### src/rtl/message_stream_arbiter.sv
// Packet-aware round-robin arbiter merging N_STREAMS word streams through per-stream FIFOs.
// Define MSG_STREAM_ARBITER_STREAM_ID_EN to add the out_stream source-id output.

module message_stream_fifo #(
  parameter int WIDTH     = 32,
  parameter int DEPTH     = 16,
  parameter int LOG_DEPTH = 4
) (
  input  logic             clk,
  input  logic             rst_n,
  input  logic             push,
  input  logic [WIDTH-1:0] wr_data,
  input  logic             pop,
  output logic [WIDTH-1:0] rd_data,
  output logic             full,
  output logic             empty
);
  logic [WIDTH-1:0]   mem [DEPTH];
  logic [LOG_DEPTH-1:0] wr_ptr, rd_ptr;
  logic [LOG_DEPTH:0]   count;
  logic               do_push, do_pop;

  assign full    = (count == (LOG_DEPTH+1)'(DEPTH));
  assign empty   = (count == '0);
  // A full FIFO refuses a push even when it is popped in the same cycle.
  assign do_push = push & ~full;
  assign do_pop  = pop & ~empty;
  assign rd_data = mem[rd_ptr];

  always_ff @(posedge clk or negedge rst_n) begin
    if (!rst_n) begin
      wr_ptr <= '0;
      rd_ptr <= '0;
      count  <= '0;
    end else begin
      if (do_push) wr_ptr <= wr_ptr + 1'b1;
      if (do_pop)  rd_ptr <= rd_ptr + 1'b1;
      count <= count + {{LOG_DEPTH{1'b0}}, do_push} - {{LOG_DEPTH{1'b0}}, do_pop};
    end
  end

  always_ff @(posedge clk) begin
    if (do_push) mem[wr_ptr] <= wr_data;
  end
endmodule

module message_stream_arbiter #(
  parameter int N_STREAMS             = 4,
  parameter int LOG_N_STREAMS         = 2,
  parameter int WIDTH                 = 32,
  parameter int BUFFER_DEPTH          = 16,
  parameter int LOG_BUFFER_DEPTH      = 4,
  parameter int LOG_MAX_PACKET_LENGTH = 10
) (
  input  logic                       clk,
  input  logic                       rst_n,
  input  logic [WIDTH*N_STREAMS-1:0] in_data,
  input  logic [N_STREAMS-1:0]       in_nd,
  output logic [N_STREAMS-1:0]       in_ready,
  output logic [WIDTH-1:0]           out_data,
  output logic                       out_nd,
  input  logic                       out_ready,
  output logic [N_STREAMS-1:0]       overflow,
  output logic                       error
`ifdef MSG_STREAM_ARBITER_STREAM_ID_EN
  ,output logic [LOG_N_STREAMS-1:0]  out_stream
`endif
);
  typedef enum logic {IDLE, PACKET} state_t;

  state_t                           state;
  logic [LOG_N_STREAMS-1:0]         last_grant, lock, grant, src, idx;
  logic [LOG_MAX_PACKET_LENGTH-1:0] remaining, hdr_len;
  logic [N_STREAMS-1:0]             fifo_full, fifo_empty, pop, drop;
  logic [N_STREAMS-1:0][WIDTH-1:0]  head;
  logic [WIDTH-1:0]                 src_head;
  logic                             grant_vld, src_avail, out_free, take, is_hdr, discard;

  genvar j;
  generate
    for (j = 0; j < N_STREAMS; j++) begin : g_lane
      message_stream_fifo #(
        .WIDTH(WIDTH), .DEPTH(BUFFER_DEPTH), .LOG_DEPTH(LOG_BUFFER_DEPTH)
      ) u_fifo (
        .clk    (clk),
        .rst_n  (rst_n),
        .push   (in_nd[j]),
        .wr_data(in_data[WIDTH*(j+1)-1 -: WIDTH]),
        .pop    (pop[j]),
        .rd_data(head[j]),
        .full   (fifo_full[j]),
        .empty  (fifo_empty[j])
      );
    end
  endgenerate

  assign in_ready = ~fifo_full;
  assign drop     = in_nd & fifo_full;
  assign out_free = ~out_nd | out_ready;

  // Round-robin search starting one past the last granted stream.
  always_comb begin
    grant     = last_grant;
    grant_vld = 1'b0;
    idx       = '0;
    for (int i = 1; i <= N_STREAMS; i++) begin
      if (int'(last_grant) + i >= N_STREAMS)
        idx = LOG_N_STREAMS'(int'(last_grant) + i - N_STREAMS);
      else
        idx = LOG_N_STREAMS'(int'(last_grant) + i);
      if (!grant_vld && !fifo_empty[idx]) begin
        grant     = idx;
        grant_vld = 1'b1;
      end
    end
  end

  always_comb begin
    src       = (state == PACKET) ? lock : grant;
    src_avail = (state == PACKET) ? ~fifo_empty[lock] : grant_vld;
    src_head  = head[src];
    is_hdr    = src_head[WIDTH-1];
    hdr_len   = src_head[WIDTH-2 -: LOG_MAX_PACKET_LENGTH];
    take      = out_free & src_avail;
    discard   = take & (state == IDLE) & ~is_hdr;
    pop       = '0;
    if (take) pop[src] = 1'b1;
  end

  always_ff @(posedge clk or negedge rst_n) begin
    if (!rst_n) begin
      state      <= IDLE;
      last_grant <= LOG_N_STREAMS'(N_STREAMS-1);
      lock       <= '0;
      remaining  <= '0;
      out_data   <= '0;
      out_nd     <= 1'b0;
      overflow   <= '0;
      error      <= 1'b0;
`ifdef MSG_STREAM_ARBITER_STREAM_ID_EN
      out_stream <= '0;
`endif
    end else begin
      overflow <= overflow | drop;
      error    <= error | (|drop) | discard;
      if (out_free) out_nd <= 1'b0;
      if (take) begin
        if (state == IDLE) begin
          last_grant <= grant;
          if (is_hdr) begin
            out_data <= src_head;
            out_nd   <= 1'b1;
`ifdef MSG_STREAM_ARBITER_STREAM_ID_EN
            out_stream <= src;
`endif
            if (hdr_len != '0) begin
              lock      <= grant;
              remaining <= hdr_len;
              state     <= PACKET;
            end
          end
        end else begin
          out_data  <= src_head;
          out_nd    <= 1'b1;
`ifdef MSG_STREAM_ARBITER_STREAM_ID_EN
          out_stream <= src;
`endif
          remaining <= remaining - 1'b1;
          if (remaining == LOG_MAX_PACKET_LENGTH'(1)) state <= IDLE;
        end
      end
    end
  end
endmodule

### config.mk
export PLATFORM = sky130hd
export DESIGN_NAME = message_stream_arbiter
export DESIGN_NICKNAME = d
export VERILOG_FILES = /design/src/rtl/message_stream_arbiter.sv
export SDC_FILE = /design/constraint.sdc
export NUM_CORES = 2
export LEC_CHECK = 0
export CORE_ASPECT_RATIO = 0.8
export CORE_MARGIN = 5
export CORE_UTILIZATION = 66
export DETAILED_ROUTE_END_ITERATION = 12
export GPL_ROUTABILITY_DRIVEN = 0
export PLACE_DENSITY_LB_ADDON = 0.1
export SYNTH_ARGS = -nofsm -noshare
export SYNTH_HDL_FRONTEND = slang
export SYNTH_SLANG_ARGS = --single-unit
### constraint.sdc
create_clock -name clk -period 10 [get_ports clk]
set_input_delay 2 -clock clk [delete_from_list [all_inputs] [get_ports clk]]
set_output_delay 2 -clock clk [all_outputs]
set_load 0.1 [all_outputs]
# Word level (Yosys, flattened, before mapping)
# Memories as Yosys holds them, arrays and structs flattened.
# Index checks and enable logic that the tools add are counted.
[totals] ff_bits=105 latchBits=0 mem_bits_rw=2048 mem_bits_ro=0 input_bits=135 output_inout_bits=42 n_memories=4
[classes] add_sub_neg=25 n_mul=0 n_div=0 n_lt_le_gt_ge=11 eq_ne=5 shift=0 n_mux=50 bitwise=29 n_reduce_logical=21
[mem_list] memory="g_lane[0].u_fifo.mem" words=16 width=32 rd=1 rd_ports_with_merged_regs=0 write_ports=1 line="18" text="logic [WIDTH-1:0] mem [DEPTH];"
[mem_list] memory="g_lane[1].u_fifo.mem" words=16 width=32 rd=1 rd_ports_with_merged_regs=0 write_ports=1 line="18"
[mem_list] memory="g_lane[2].u_fifo.mem" words=16 width=32 rd=1 rd_ports_with_merged_regs=0 write_ports=1 line="18"
[mem_list] memory="g_lane[3].u_fifo.mem" words=16 width=32 rd=1 rd_ports_with_merged_regs=0 write_ports=1 line="18"
[op_table] op="$mux 32" count=3
[op_table] op="$bmux 32 s2" count=1
[op_table] op="$add 4x1->4 const B" count=8
[op_table] op="$mux 10" count=3
[op_table] op="$mux 1" count=27
[op_table] op="$add 5x1->5" count=4
[op_table] op="$eq 5x5->1 const B" count=4
[op_table] op="$logic_not 5->1" count=4
[op_table] op="$sub 5x1->5" count=4
[op_table] op="$lt 2x3->1 const B" count=6
[op_table] op="$mux 2" count=9
[op_table] op="$not 1->1" count=12
[op_table] op="$and 1x1->1" count=11
[op_table] op="$bmux 1 s2" count=5
[op_table] op="$eq 10x1->1 const B" count=1
[op_table] op="$reduce_bool 10->1" count=1
[op_table] op="$sub 10x1->10 const B" count=1
[op_table] op="$ge 3x3->1 const B" count=3
[op_table] op="$sub 2x1->2 const B" count=4
[op_table] op="$add 2x2->3 const B" count=2
[op_table] op="$logic_not 1->1" count=5
[op_table] op="$add 2x3->4 const B" count=1
[op_table] op="$and 4x4->4" count=1
[op_table] op="$ge 4x3->1 const B" count=1
[op_table] op="13 further kinds" count=20

# Longest topological paths before layout
[logic_depth] ltp_word=22 ltp_mapped=20 ltp_nobuf=19

# Cells and area by module
# Synthesis repeated with hierarchy kept, for this count alone.
[unflattened] hier_cells=4488 hier_area_um2=85319.3
[modules_own_cells] mod="message_stream_fifo at g_lane[0].u_fifo ..." n_inst=2 cells_each=1006 area_each_um2=20420.8 seq_area_each_um2=15700.1
[modules_own_cells] mod="message_stream_fifo at g_lane[2].u_fifo" n_inst=1 cells_each=1006 area_each_um2=20430.8 seq_area_each_um2=15700.1
[modules_own_cells] mod="message_stream_fifo at g_lane[3].u_fifo" n_inst=1 cells_each=1007 area_each_um2=20409.6 seq_area_each_um2=15700.1
[modules_own_cells] mod="message_stream_arbiter" n_inst=1 cells_each=463 area_each_um2=3637.2 seq_area_each_um2=1328.8

# Worst setup path before layout
# Ideal clock, no wire load.
[synth_path] kind="in2reg" start="input in_nd[2]" end="memory g_lane[2].u_fifo.mem[0][0] (enable)" setup_ns=0.502 t_arrival_ns=5.238 path_slack_ns=4.260 path_stages=2 path_buffers=0 cell_sequence="nand2_1 -> nor4_1"
[synth_via] elab_chain_len=3
[synth_lines] item="from (decl)" line="58" text="input logic [N_STREAMS-1:0] in_nd,"
[synth_lines] item="$and 1x1->1" line="26" text="assign do_push = push & ~full;"
[synth_lines] item="$mux 1" line="43" text="if (do_push) mem[wr_ptr] <= wr_data;"
[synth_lines] item="$mux 1 (implied by the code)" line="43"
[synth_lines] item="to (decl)" line="18"
# No other way between the ends.

# Worst setup path after layout
[layout_path] start="register g_lane[1].u_fifo.rd_ptr[0]" end="register out_data[17]"
[layout_via] elab_chain_len=5 word_cells_on_any_way=7 cone_classes="4 x mux; 2 x reduce/logical; 1 x memory"
[layout_lines] item="from (decl)" line="19" text="logic [LOG_DEPTH-1:0] wr_ptr, rd_ptr;"
[layout_lines] item="from (signal assigned)" line="37" text="if (do_pop) rd_ptr <= rd_ptr + 1'b1;"
[layout_lines] item="$mem_v2 16x32 (*)"
[layout_lines] item="$bmux 32 s2 (*)" line="121" text="src_head = head[src];"
[layout_lines] item="$mux 32 (implied by the code) (*)" line="121"
[layout_lines] item="$mux 32 or $reduce_bool 2->1 (tied branches)"
[layout_lines] item="$mux 32 or $reduce_and 2->1 (tied branches)"
[layout_lines] item="to (signal assigned)" line="151" text="out_data <= src_head;"
[layout_lines] item="to (signal assigned)" line="163" text="out_data <= src_head;"
[layout_lines] item="to (decl)" line="60" text="output logic [WIDTH-1:0] out_data,"
# Mark *: on every way between the ends. The rest lies on a longest branch, timed or not. The select of a mux whose other input is x is not followed.
# A chain may end at the register's enable or synchronous reset.

==> impl_metrics.ini <==
[setup_path]
required_ns = 10.74
crit_fanout = 57
r2r.worst_path.cells = 10
cp-end-kind = flop
crit_type = flop to flop
arrival_ns = 6.19
start_kind = flop

[detailed_routing]
viasPerCell = 6.87
num_vias = 42500
wirelength_microns = 202000
drtPass1Iterations = 7
drtIter0Drc = 5718
avgRoutedWirePerCell_microns = 32.7
drcViolationCount = 0
ant_nets = 0

[synthesis]
synth_top_family_by_area = multiplexers
ys_warn_count = 0
ys.flop_type = edfxtp_1
ys_seq_area_frac = 0.763
yosys-mux-area-fraction = 0.146
synth-edff-count = 2048
synth_fa_ha_area_frac = 0.00780
syn_nets = 4279
avgSynthCellArea_sq_um = 20.5
async_flop_share = 0.0488
ys_types = 77
synth_area_sq_um = 84000
synthSimpleGateAreaFrac = 0.0237
synth_compound_area_frac = 0.0406
synth-seq-cells = 2153
synth_xor_area_frac = 0.00417
netlist_instances = 4094

[floorplanning]
start_util = 0.662
io-pin-count = 177
die-width_microns = 409
dieHeight_microns = 329
fp.dieArea_sq_um = 135000
row_count = 117
core-area_sq_um = 127000

[sta]
slew_viol_final = 0
worst_slew_pin_slew_ns = 1.41
tns_ns = 0
rsz0062_at_grt = no
fmax_ghz = 0.184
hold_violations = 0
period_share = 0.545
final.min_clock_period_ns = 5.45
clock_skew_ns = 0.0286
relSlewSlack = 0.0536
setup_viol_count_final = 0

[run]
drv_cap = 0

[global_route]
grt_antenna_before_repair = 14
grt_pass1_vias = 42300
grt_max_degree = 98
grt_pass1_wl_microns = 293000
grt.overflow.total = 0
gr-usage-all-layers = 0.304

[final_layout]
drive_above_1_share = 0.200
fill_cells = 7057
nets = 4540
area_growth_pct = 12.4
finish.utilization = 0.744
finalNonFillerCells = 6195

[clock_network]
cts_buffers = 194
cts_setup_buffers = 0
hold_buffers = 0
h-tree-depth = 4
clkTransAtPathRegs_ns = 0.07
cts_root_buf = clkbuf_16
cts_resized = 0
cts_tree = done
clock-sinks = 2153
clk_latency_ns = 0.83
ctsLongestPathBuffers = 3

[min_path]
hold_class = flop to flop
hold-path-cell-count = 1

[placement]
placed_cells = 5825
io_buffers = 176
dp_hpwl_microns = 113000

[power]
power.total_mw = 23.7
vdd_drop_max_v = 0.000446
power_density_nw_per_um2 = 251
p_leak_nw = 29.8

[outcome]
status = completed
==> layout make-up <==
type                       instances  area (sq um)  share of cell area
sequential                      2153         64200               0.680
multi-input combinational       1662         19100               0.202
clock buffer                     261          5320              0.0564
timing repair buffer             283          2580              0.0273
tap                             1666          2080              0.0221
clock inverter                   102           913             0.00967
inverter                          61           229             0.00242
antenna                            7          17.5            0.000186
==> worst max-delay path, cell delays in order, from the launching register on <==
cell      delay, ns
dfrtp_4        0.92
buf_4          0.84
buf_4          0.93
buf_4          0.72
mux2i_1        0.17
a221oi_1       0.44
o21ai_0        0.15
and3_1         0.27
a21oi_1        0.43
a222oi_1       0.17
a21oi_1        0.21
==> cell families after synthesis <==
family	Yosys count
xor gates and xnor gates	40
buffers and inverters	279
muxes	697
and+or+nand+nor	404
AOI/OAI and AO/OA	471
DFF	2153
adders and majority gates	50
==> routing by layer <==
| metal | GRT usage | routed length (microns) | vias up |
|---|---|---|---|
| met5 | 0.0264 | 583 | - |
| met3 | 0.0912 | 24000 | 346 |
| met2 | 0.461 | 94800 | 2480 |
| li1 | - | - | 17600 |
| met4 | 0.0991 | 6270 | 16 |
| met1 | 0.434 | 76800 | 22100 |
==> through the flow <==
| step | worst slack [ns] | instance area (sq um) | hold WS [ns] |
|---|---|---|---|
| after detailed placement | 3.95 | 88200 | 0.460 |
| after floorplan | 4.26 | 84000 | 0.530 |
| after CTS | 4.58 | 94400 | 0.475 |
| after global routing | 4.18 | 94400 | 0.504 |
| final | 4.55 | 94400 | 0.470 |
| after global placement | 4.14 | 88200 | 0.459 |
==> cells in the final DEF (no fill, tap or decap), types with 10 or more instances in the layout <==
cell	netlist	final
nand2b_1	12	12
xnor2_1	29	29
nor2b_1	20	17
clkbuf_1	127	51
dfrtp_1	103	92
xor2_1	11	11
nor3_2	1	17
a31oi_1	15	15
a222oi_1	21	21
and2_2	0	10
clkdlybuf4s50_1	0	174
edfxtp_1	2048	2048
nand4_1	13	13
o21ai_0	70	70
mux4_2	422	422
nand2_1	109	109
nor2_4	0	32
clkbuf_8	0	11
a22oi_1	99	99
a221oi_1	118	118
bufinv_16	0	15
inv_1	55	55
ha_1	46	46
buf_4	14	107
nor3_1	26	10
and3_1	16	16
nor2_1	88	54
clkbuf_16	0	199
clkinv_2	0	30
clkinv_1	4	47
mux2i_1	260	259
nand3_1	71	71
a21o_1	18	18
a21oi_1	76	76
==> state kept, by name (all words and copies together), names as in the netlist <==
register,flops
error,1
g_lane.u_fifo.count,20
g_lane.u_fifo.mem,2048
g_lane.u_fifo.rd_ptr,16
g_lane.u_fifo.wr_ptr,16
last_grant,2
lock,2
out_data,32
out_nd,1
overflow,4
remaining,10
state,1
==> synth_stat cells, drive strengths merged (5+ instances only) <==
cell type | number | share of area
o22ai | 5 | 0.00037
nand2b | 12 | 0.00089
o21ai | 76 | 0.0045
a222oi | 21 | 0.0025
clkbuf | 127 | 0.0057
buf | 91 | 0.0059
and3 | 16 | 0.0012
and2 | 17 | 0.0013
xor2 | 11 | 0.0011
mux2i | 260 | 0.031
a21o | 18 | 0.0016
nor2 | 88 | 0.0039
a221oi | 118 | 0.012
nor3 | 27 | 0.0017
mux2 | 15 | 0.0020
dfrtp | 103 | 0.031
ha | 46 | 0.0069
nand3 | 71 | 0.0042
a31oi | 15 | 0.0011
a21oi | 77 | 0.0046
edfxtp | 2048 | 0.73
nand4 | 14 | 0.0011
o211ai | 5 | 0.00045
inv | 57 | 0.0025
nand2 | 109 | 0.0049
nor2b | 20 | 0.0015
nor4 | 12 | 0.0011
xnor2 | 29 | 0.0030
a22oi | 99 | 0.0088
mux4 | 422 | 0.11
==> power by group <==
part           internal, mW  switching [mW]
Sequential             10.9           0.535
Clock                  4.12            3.20
Combinational          1.52            3.42
==> worst paths after layout <==
path | to | slack [ns] | startpoint
min in group asynchronous | g_lane[1].u_fifo.wr_ptr[3] | 1.17 | rst_n
max in group asynchronous | g_lane[2].u_fifo.rd_ptr[1] | 7.59 | rst_n
worst min-delay path | overflow[1] | 0.47 | overflow[1]
worst max register to register | out_data[17] | 4.55 | g_lane[1].u_fifo.rd_ptr[0]
worst min register to register | overflow[1] | 0.47 | overflow[1]
worst max-delay path | out_data[17] | 4.55 | g_lane[1].u_fifo.rd_ptr[0]
(Power assumes the default switching activity.)
